`src/rtl/irq_pending_ctrl.sv`:
```
// ---------------------------------------------------------------------------
// irq_pending_ctrl
//   Interrupt front-end placed directly upstream of the CPU priority encoder.
//   Rising edges on the raw interrupt lines are latched as pending bits. The
//   enable mask is applied and the masked pending vector is driven to the
//   encoder. The encoder's returned index is captured and presented to the CPU
//   sequencer through a req/ack/done handshake. The serviced source's pending
//   bit is cleared when the request is acknowledged.
//
//   Optional build macro: IRQ_NEST_EN
//     When defined, a higher-index source that becomes visible while a handler
//     is in service pre-empts it. The interrupted id is saved on a small stack
//     and restored on irq_done.
//
// Parameters
//   NR_IRQ      number of interrupt sources (2..32)
//   ID_BITS     width of a source index, clog2(NR_IRQ)
//
// Ports
//   clk          system clock, rising edge
//   rst_n        asynchronous active-low reset
//   irq_in       raw interrupt lines (synchronous to clk), 0->1 is an event
//   irq_mask     per-source enable, 1 = enabled
//   pend_vector  pending & irq_mask, combinational, to encoder input_vector
//   enc_id       encoder result: highest set index of pend_vector
//   irq_req      registered request to the CPU
//   irq_id       registered index of the requested / serviced source
//   irq_ack      CPU accepts the request (honoured only in REQ)
//   irq_done     CPU handler finished (honoured only in SERVICE)
//   busy         high while in REQ or SERVICE
// ---------------------------------------------------------------------------
module irq_pending_ctrl #(
   parameter int NR_IRQ  = 4,
   parameter int ID_BITS = 2
) (
   input  logic               clk,
   input  logic               rst_n,
   input  logic [NR_IRQ-1:0]  irq_in,
   input  logic [NR_IRQ-1:0]  irq_mask,
   output logic [NR_IRQ-1:0]  pend_vector,
   input  logic [ID_BITS-1:0] enc_id,
   output logic               irq_req,
   output logic [ID_BITS-1:0] irq_id,
   input  logic               irq_ack,
   input  logic               irq_done,
   output logic               busy
);

   localparam logic [1:0] S_IDLE    = 2'd0;
   localparam logic [1:0] S_REQ     = 2'd1;
   localparam logic [1:0] S_SERVICE = 2'd2;

   logic [1:0]         r_state;
   logic [NR_IRQ-1:0]  r_irq_in_d;
   logic [NR_IRQ-1:0]  r_pending;
   logic               r_irq_req;
   logic [ID_BITS-1:0] r_irq_id;

   logic [NR_IRQ-1:0]  w_rise;
   logic [NR_IRQ-1:0]  w_clr;
   logic [NR_IRQ-1:0]  w_one;
   logic               w_any;
   logic               w_ack_ok;

   assign w_one    = NR_IRQ'(1);
   assign w_rise   = irq_in & ~r_irq_in_d;
   assign w_ack_ok = (r_state == S_REQ) && irq_ack;
   // One-hot clear of the acknowledged source; a simultaneous rise re-sets it
   // because the rise is OR-ed in after the clear.
   assign w_clr    = w_ack_ok ? (w_one << r_irq_id) : '0;

   assign pend_vector = r_pending & irq_mask;
   assign w_any       = |pend_vector;

   assign irq_req = r_irq_req;
   assign irq_id  = r_irq_id;
   assign busy    = (r_state != S_IDLE);

`ifdef IRQ_NEST_EN
   localparam int SPW = ID_BITS + 1;

   logic [SPW-1:0]     r_sp;
   logic [ID_BITS-1:0] r_stack [NR_IRQ];
   logic               w_nest;
   logic [ID_BITS-1:0] w_top_idx;
   logic [ID_BITS-1:0] w_push_idx;

   // Pre-emption only for a strictly higher index; ids on the stack therefore
   // strictly increase and the depth never exceeds NR_IRQ-1.
   assign w_nest     = (r_state == S_SERVICE) && !irq_done && w_any &&
                       (enc_id > r_irq_id);
   assign w_top_idx  = ID_BITS'(r_sp - SPW'(1));
   assign w_push_idx = ID_BITS'(r_sp);

   // Stack contents need no reset: r_sp alone defines what is valid.
   always_ff @(posedge clk) begin
      if (w_nest) begin
         r_stack[w_push_idx] <= r_irq_id;
      end
   end
`endif

   always_ff @(posedge clk or negedge rst_n) begin
      if (!rst_n) begin
         r_state    <= S_IDLE;
         r_irq_in_d <= '0;
         r_pending  <= '0;
         r_irq_req  <= 1'b0;
         r_irq_id   <= '0;
`ifdef IRQ_NEST_EN
         r_sp       <= '0;
`endif
      end else begin
         r_irq_in_d <= irq_in;
         r_pending  <= (r_pending & ~w_clr) | w_rise;

         case (r_state)
            S_IDLE: begin
               if (w_any) begin
                  r_irq_id  <= enc_id;
                  r_irq_req <= 1'b1;
                  r_state   <= S_REQ;
               end
            end

            S_REQ: begin
               // Request is held until acknowledged, never withdrawn.
               if (irq_ack) begin
                  r_irq_req <= 1'b0;
                  r_state   <= S_SERVICE;
               end
            end

            S_SERVICE: begin
`ifdef IRQ_NEST_EN
               // irq_done takes precedence over a pre-emption in the same
               // cycle; a still-visible higher source pre-empts on a later cycle.
               if (irq_done) begin
                  if (r_sp != '0) begin
                     r_irq_id <= r_stack[w_top_idx];
                     r_sp     <= r_sp - SPW'(1);
                  end else begin
                     r_state  <= S_IDLE;
                  end
               end else if (w_nest) begin
                  r_sp      <= r_sp + SPW'(1);
                  r_irq_id  <= enc_id;
                  r_irq_req <= 1'b1;
                  r_state   <= S_REQ;
               end
`else
               if (irq_done) begin
                  r_state <= S_IDLE;
               end
`endif
            end

            default: begin
               r_state   <= S_IDLE;
               r_irq_req <= 1'b0;
            end
         endcase
      end
   end

endmodule

```
`config.mk`:
```
export PLATFORM = sky130hd
export DESIGN_NAME = irq_pending_ctrl
export DESIGN_NICKNAME = d
export VERILOG_FILES = /design/src/rtl/irq_pending_ctrl.sv
export SDC_FILE = /design/constraint.sdc
export NUM_CORES = 1
export LEC_CHECK = 0
export BUFFER_PORTS_ARGS = -buffer_cell sky130_fd_sc_hd__buf_2
export CORE_AREA = 2 2 39 41
export DETAILED_ROUTE_END_ITERATION = 8
export DIE_AREA = 0 0 41 43
export PLACE_DENSITY = 0.72
export SLEW_MARGIN = 10
export SYNTH_ARGS = -nofsm -noshare
export SYNTH_HDL_FRONTEND = slang
export SYNTH_SLANG_ARGS = --single-unit
```
`constraint.sdc`:
```
create_clock -name clk -period 3.8 [get_ports clk]
set_input_delay 0.57 -clock clk [delete_from_list [all_inputs] [get_ports clk]]
set_output_delay 0.57 -clock clk [all_outputs]
set_load 0.01 [all_outputs]
```
==> results.txt, run 1 <==
----------------------------------------------------
[Clock network]
  TritonCTS clock tree ... done
  Insertion delay of the later-clocked pin in the worst-skew pair ... 270 ps
  Post-CTS Hold Buffers ... 0
  # clock sinks ... 13
  Post-CTS setup buffer count ... 0
  Bufs on Longest Clock Path ... 2
  Clk Tree Root Cell ... sky130_fd_sc_hd__clkbuf_4
  H-tree level count ... 1
  CTS clock-pin slew for the worst setup and hold paths ... 70 ps
  Total CTS buffers ... 3
  CTS resizes ... 0

[Place]
  Dpl hpwl ... 814.8 µm
  Placed insts ... 83
  Placed inst area ... 688.2 µm²
  Post-placement setup slack ... 2266 ps
  Count of input and output buffers ... 21
  Placer congestion estimate ... 0.6775

[Synth]
  Top post-synthesis cells by count ... sky130_fd_sc_hd__dfrtp_1 (13), sky130_fd_sc_hd__o21ai_0 (8), sky130_fd_sc_hd__inv_1 (6)
  Seq/Total Area, Yosys ... 57.78%
  Post-Synthesis Mean Instance Area ... 12.24 µm²
  Count of flip-flops with a built-in enable after synthesis ... 0
  Area leader, netlist ... sky130_fd_sc_hd__dfrtp_1
  Synth unique cells ... 17
  Most used flip-flop cell after synthesis ... sky130_fd_sc_hd__dfrtp_1
  Summed instance area of the synthesized netlist ... 563.0 µm²
  Total number of yosys warnings ... 0
  Synth top area share ... 57.78%
  Synth Net Count ... 60
  Number of register bits inferred by synthesis ... 13
  Number of instances in the synthesized netlist ... 46
  Fraction of synthesis flops using an asynchronous set or reset pin ... 100.0%
  Synth top area cells ... sky130_fd_sc_hd__dfrtp_1 (58%), sky130_fd_sc_hd__o21ai_0 (7.1%), sky130_fd_sc_hd__mux2_4 (5.3%), sky130_fd_sc_hd__and2_1 (4.4%), sky130_fd_sc_hd__inv_1 (4.0%)
  Most common cell in the synthesized netlist ... sky130_fd_sc_hd__dfrtp_1

[Floorplanning]
  Horizontal die dimension ... 41 µm
  Initial Util ... 40.69%
  Total die area ... 1763 µm²
  Placeable Area ... 1384 µm²
  Number of placement rows ... 14
  Count of pins on the block boundary ... 22
  DIE HEIGHT ... 43 µm

[Worst hold path]
  Hold Crit Class ... in2async

[STA]
  Actual transition at the worst max-transition pin ... 279.4 ps
  Final Slew Violations ... 0
  Setup TNS ... 0 ps
  Final count of hold timing violations ... 0
  Max_slew headroom ... 81.38%
  Maximum clock frequency ... 0.5925 GHz
  Maximum clock skew at final layout ... 0.9379 ps
  Time the worst path needs with I/O delays and setup ... 1688 ps
  Setup repair after global routing missed its margin ... no
  Post-Route Hold Slack ... 167.9 ps
  Endpoints failing setup ... 0
  Period utilization ... 44.42%
  Post-route setup slack ... 2112 ps

[Cells and area]
  Final core utilization ... 51.63%
  Final cell area excluding filler cells ... 714.4 µm²
  Fraction of layout cells with a size suffix above 1 ... 43.66%
  Fill cell instance count of the final layout ... 139
  Count of placed standard cells in the final layout, fillers left out ... 87
  Final #Nets ... 86
  Synthesis-to-finish area growth ... 26.89%
  Antenna cells ... 0

[Global routing]
  Number of antenna violations at the first check in global routing ... 0
  Wire length of the first global-routing pass ... 1.587 mm
  Largest net degree at the start of global routing ... 14
  Aggregate global routing overflow ... 0
  GR Util All Layers ... 14.33%
  Number of global-route vias before repair ... 407

[Power]
  Power density cells ... 715.7 nW/µm²
  Total power draw ... 511.3 µW
  Standby leakage power ... 0.3423 nW
  Worst IR Drop VDD ... 0.3197 mV

[Setup path]
  Critical path startpoint category ... flop
  Crit path required time ... 3230 ps
  Type of the setup path with the least slack ... reg2out
  Worst-path maximum fanout ... 5
  Endpoint type of the worst setup path ... output pin
  Arrival time of data at the critical path endpoint ... 1120 ps

[Route]
  Post-detailed-route wirelength per cell ... 11.54 µm
  Vias post-DR ... 439
  Residual DRC ... 0
  Vias per cell ... 5.046
  Wire length after detailed routing ... 1.004 mm
  Initial drt markers ... 6
  Drt first pass iters ... 2
  Post-route antenna net violation count ... 0

[Flow run]
  Max-Cap Viols ... 0

[Run status]
  Result of the run ... complete, no violations

----------------------------------------------------
cell usage in the layout (no fill, tap or decap):
master                     Yosys  routed
sky130_fd_sc_hd__buf_2         0      21
sky130_fd_sc_hd__dfrtp_1      13      13
sky130_fd_sc_hd__o21ai_0       8       8
sky130_fd_sc_hd__inv_1         6       6
sky130_fd_sc_hd__and2_1        4       4
sky130_fd_sc_hd__clkbuf_4      0       3
sky130_fd_sc_hd__o31ai_1       2       2
sky130_fd_sc_hd__mux2_4        2       2
sky130_fd_sc_hd__nand4b_1      1       1
sky130_fd_sc_hd__nand3b_1      1       1
sky130_fd_sc_hd__or2_4         1       1
sky130_fd_sc_hd__nand2_1       1       1
sky130_fd_sc_hd__a22oi_2       1       1
sky130_fd_sc_hd__a22oi_4       1       1
sky130_fd_sc_hd__a21oi_4       1       1
sky130_fd_sc_hd__nor2_1        1       1
sky130_fd_sc_hd__nand2b_1      1       1
sky130_fd_sc_hd__and2_2        1       1
sky130_fd_sc_hd__a311oi_1      1       1
sky130_fd_sc_hd__clkbuf_1      0       1
kinds of logic after synthesis:
group,share of synthesized area [%]
AOI/OAI and AO/OA,20.22
DFF,57.78
and+or+nand+nor,12.67
buffers and inverters,4.000
muxes,5.334
power by group:
group | switching [mW] | internal (mW)
logic | 0.0882 | 0.105
clock network | 0.0414 | 0.0406
registers | 0.0503 | 0.186
total | 0.180 | 0.331
final timing paths:
path                                               from                      end  slack [ps]  depth (start not counted)
worst max-delay path             r_state[0]$_DFFE_PN0P_                     busy        2110                          2
worst min-delay path                              rst_n   r_state[1]$_DFFE_PN0P_         170                          1
worst max register to register   r_state[0]$_DFFE_PN0P_    irq_id[0]$_DFFE_PN0P_        2500                          3
worst min register to register  r_irq_in_d[1]$_DFF_PN0_   r_pending[1]$_DFF_PN0_         420                          1
max in group asynchronous                         rst_n   r_pending[2]$_DFF_PN0_        3410                          1
min in group clk                              irq_in[0]  r_irq_in_d[0]$_DFF_PN0_         420                          1
layer usage:
layer	vias to the layer above	share of wire [%]	track usage (%)
met3	2	5.7	4.712
met5	-	0	0
met2	13	53	21.88
met1	214	40	15.75
met4	0	1.0	10.00
li1	210	-	-
area by class of cell:
| type | instances | area, µm² | area share, % |
|---|---|---|---|
| inverters | 6 | 22.52 | 3.152 |
| flip-flops and latches | 13 | 325.3 | 45.53 |
| clock buffers | 4 | 26.28 | 3.678 |
| repair buffers | 21 | 105.1 | 14.71 |
| multi-input cells | 27 | 215.2 | 30.12 |
| well taps | 16 | 20.02 | 2.802 |
sequential cells by signal, summed over array words and instances (netlist names):
signal,flops
irq_id,2
irq_req,1
r_pending,4
r_state,2
r_irq_in_d,4
worst max-delay path, stage by stage (launching register included):
cell                      delay, ps
sky130_fd_sc_hd__dfrtp_1        430
sky130_fd_sc_hd__or2_4          280
sky130_fd_sc_hd__buf_2          140
No activity file was read; power rests on OpenSTA's default activity.
==> inputs of run 2 (changes only) <==
--- a/config.mk
+++ b/config.mk
@@ -6,10 +6,9 @@
 export NUM_CORES = 1
 export LEC_CHECK = 0
 export BUFFER_PORTS_ARGS = -buffer_cell sky130_fd_sc_hd__buf_2
-export CORE_AREA = 2 2 39 41
+export CORE_UTILIZATION = 40
 export DETAILED_ROUTE_END_ITERATION = 8
-export DIE_AREA = 0 0 41 43
-export PLACE_DENSITY = 0.72
+export PLACE_DENSITY = 0.71
 export SLEW_MARGIN = 10
 export SYNTH_ARGS = -nofsm -noshare
 export SYNTH_HDL_FRONTEND = slang
==> constraint.sdc (replaced) <==
create_clock -name clk -period 1.5 [get_ports clk]
set_input_delay 0.225 -clock clk [delete_from_list [all_inputs] [get_ports clk]]
set_output_delay 0.225 -clock clk [all_outputs]
set_load 0.01 [all_outputs]
==> run 2 against run 1 <==
- sequential share of layout area down 0.55 points
- combinational power grew to 2.6 times the previous value
- clock skew rose by 3.4 ps
- power grew to 2.6 times the previous value
- clock power rose to 2.7 times the previous value
- first-iteration DRC count increased by 83%
==> results.txt, run 2 (synthesized netlist as in run 1, its figures left out) <==
----------------------------------------------------
[STA]
  Actual transition at the worst max-transition pin ... 296.4 ps (was 279.4 ps)
  Final Slew Violations ... 0 (unchanged)
  Maximum clock frequency ... 0.7475 GHz
  Setup TNS ... 0 ps (unchanged)
  Maximum clock skew at final layout ... 4.343 ps (was 0.9379 ps)
  Time the worst path needs with I/O delays and setup ... 1338 ps
  Endpoints failing setup ... 0 (unchanged)
  Final count of hold timing violations ... 0 (unchanged)
  Setup repair after global routing missed its margin ... no (unchanged)
  Period utilization ... 89.18%
  Max_slew headroom ... 80.24% (was 81.38%)

[Worst hold path]
  End point of the most critical hold path ... r_irq_in_d[1]$_DFF_PN0_
  Worst hold path startpoint ... irq_in[1]
  Hold Crit Class ... in2reg (was in2async)
  Worst hold path stage count ... 1

[Clock network]
  CTS clock-pin slew for the worst setup and hold paths ... 80 ps (was 70 ps)
  Bufs on Longest Clock Path ... 2 (unchanged)
  Insertion delay of the later-clocked pin in the worst-skew pair ... 280 ps (was 270 ps)
  Clk Tree Root Cell ... sky130_fd_sc_hd__clkbuf_4 (unchanged)
  TritonCTS clock tree ... done (unchanged)
  Total CTS buffers ... 3 (unchanged)
  CTS resizes ... 0 (unchanged)
  H-tree level count ... 1 (unchanged)
  # clock sinks ... 13 (unchanged)

[Power]
  Net Sw Power ... 483.8 µW (was 179.9 µW)
  Sequential power share ... 45.3% (was 46.2%)
  Standby leakage power ... 0.3465 nW (was 0.3423 nW)
  Worst IR Drop VDD ... 0.7366 mV (was 0.3197 mV)
  Comb pwr share ... 38.1% (was 37.7%)
  Switching share of total power ... 36.50% (was 35.19%)
  Power density cells ... 1833 nW/µm² (was 715.7 nW/µm²)
  Internal power component ... 841.7 µW (was 331.4 µW)
  Clock network fraction of design power ... 16.6% (was 16.0%)

[Route]
  Vias post-DR ... 429 (was 439)
  Vias per cell ... 4.931 (was 5.046)
  Residual DRC ... 0 (unchanged)
  Drt first pass iters ... 4 (was 2)
  Post-detailed-route wirelength per cell ... 13.15 µm (was 11.54 µm)
  Post-route antenna net violation count ... 0 (unchanged)
  Initial drt markers ... 11 (was 6)
  Wire length after detailed routing ... 1.144 mm (was 1.004 mm)

[Floorplanning]
  Initial Util ... 43.27% (was 40.69%)
  Placeable Area ... 1301 µm² (was 1384 µm²)
  Count of pins on the block boundary ... 22 (unchanged)
  Total die area ... 1561 µm² (was 1763 µm²)
  Number of placement rows ... 13 (was 14)
  DIE HEIGHT ... 39.52 µm (was 43 µm)
  Horizontal die dimension ... 39.52 µm (was 41 µm)

[Cells and area]
  Final core utilization ... 55.58% (was 51.63%)
  Most common cell after layout, fill and taps aside ... sky130_fd_sc_hd__buf_2 (unchanged)
  Synthesis-to-finish area growth ... 28.44% (was 26.89%)
  Regs by FF count ... r_irq_in_d: 4 flops, r_pending: 4 flops (unchanged)
  Final #Nets ... 87 (was 86)
  Fraction of layout cells with a size suffix above 1 ... 43.06% (was 43.66%)
  Fill cell instance count of the final layout ... 121 (was 139)
  Commonest cells after routing, fill and taps aside ... sky130_fd_sc_hd__buf_2 (21), sky130_fd_sc_hd__dfrtp_1 (13), sky130_fd_sc_hd__o21ai_0 (8) (unchanged)
  Antenna cells ... 0 (unchanged)

[Setup path]
  Worst-path maximum fanout ... 5 (unchanged)
  Cell chain of the critical path ... or2_4 > buf_2 (unchanged)
  Slack of the worst reg-to-reg path ... 240 ps (was 2500 ps)
  Startpoint of the lowest-slack register-to-register path ... r_state[0]$_DFFE_PN0P_ (unchanged)
  Stage delay of the slowest cell on the critical path ... 420 ps (was 430 ps)
  Crit path required time ... 1270 ps (was 3230 ps)
  Type of the setup path with the least slack ... reg2out (unchanged)
  Arrival time of data at the critical path endpoint ... 1110 ps (was 1120 ps)
  Cell with the largest stage delay on the worst path ... sky130_fd_sc_hd__dfrtp_1 (unchanged)
  R2R cell count ... 3 (unchanged)
  Capture point of the worst reg-to-reg path ... irq_id[0]$_DFFE_PN0P_ (unchanged)
  Endpoint type of the worst setup path ... output pin (unchanged)
  Critical path startpoint category ... flop (unchanged)

[Global routing]
  Aggregate global routing overflow ... 0 (unchanged)
  Number of global-route vias before repair ... 401 (was 407)
  GR Util All Layers ... 18.27% (was 14.33%)
  Wire length of the first global-routing pass ... 1.800 mm (was 1.587 mm)
  Largest net degree at the start of global routing ... 14 (unchanged)
  Number of antenna violations at the first check in global routing ... 0 (unchanged)

[Flow run]
  Max-Cap Viols ... 0 (unchanged)

[Place]
  Dpl hpwl ... 844 µm (was 814.8 µm)
  Count of input and output buffers ... 21 (unchanged)
  Placer congestion estimate ... 0.7770 (was 0.6775)

[Run status]
  Result of the run ... complete, no violations (unchanged)

----------------------------------------------------
-- run 2: metal layers --
metal / global-route usage, % / wire, µm / up-vias / part of all wire, %
li1: - / - / 210 / -
met1: 24.64 / 528 / 207 / 46
met2: 26.23 / 552 / 12 / 48
met4: 7.759 / 0 / 0 / 0
met5: 0 / 0 / - / 0
met3: 6.250 / 63 / 0 / 5.5
-- run 2: layout make-up --
type | instances | area [µm²] | area share [%]
flip-flops and latches | 13 | 325.3 | 44.98
multi-input cells | 27 | 215.2 | 29.76
repair buffers | 22 | 115.1 | 15.92
clock buffers | 4 | 26.28 | 3.633
inverters | 6 | 22.52 | 3.114
well taps | 15 | 18.77 | 2.595
-- run 2: through the flow --
| stage | area (µm²) | hold slack [ps] | total power, mW | instances | setup slack, ps |
|---|---|---|---|---|---|
| floorplan | 563.0 | -70.59 | 0.9266 | 46 | 261.5 |
| global placement | 686.9 | 124.0 | 1.092 | 82 | 270.7 |
| detailed placement | 686.9 | 131.0 | 1.107 | 82 | 250.2 |
| CTS | 723.2 | 55.71 | 1.334 | 87 | 156.7 |
| global route | 723.2 | 56.42 | 1.425 | 87 | 122.6 |
| finish | 723.2 | 59.09 | 1.325 | 87 | 162.2 |
-- run 2: worst max path at each step --
stage / start / endpoint / slack [ps] / cells after the start
after floorplan: r_state[0]$_DFFE_PN0P_ / irq_id[0]$_DFFE_PN0P_ / 260 / 3
after global placement: r_state[0]$_DFFE_PN0P_ / irq_id[0]$_DFFE_PN0P_ / 270 / 3
after detailed placement: r_state[0]$_DFFE_PN0P_ / irq_id[0]$_DFFE_PN0P_ / 250 / 3
after CTS: r_state[0]$_DFFE_PN0P_ / busy / 160 / 2
after global routing: r_state[1]$_DFFE_PN0P_ / busy / 120 / 2
final: r_state[0]$_DFFE_PN0P_ / busy / 160 / 2
-- run 2: critical path, delay by kind of cell (launching register included) --
family        cells  cell delay (ps)
buf+inv           1              140
flops             1              420
simple gates      1              270
-- run 2: timing repair --
action                                 CTS  global route
setup buffers                            0             0
hold buffers                             1             0
setup endpoints to repair                0             0
endpoints found under the hold margin   13             0
-- run 2: power groups by stage --
| stage | clock (mW) | combinational (mW) | sequential [mW] |
|---|---|---|---|
| floorplan | 0 | 0.330 | 0.596 |
| CTS | 0.222 | 0.512 | 0.600 |
| global placement | 0 | 0.492 | 0.600 |
| finish | 0.220 | 0.505 | 0.600 |
| detailed placement | 0 | 0.502 | 0.605 |
| global route | 0.236 | 0.569 | 0.620 |
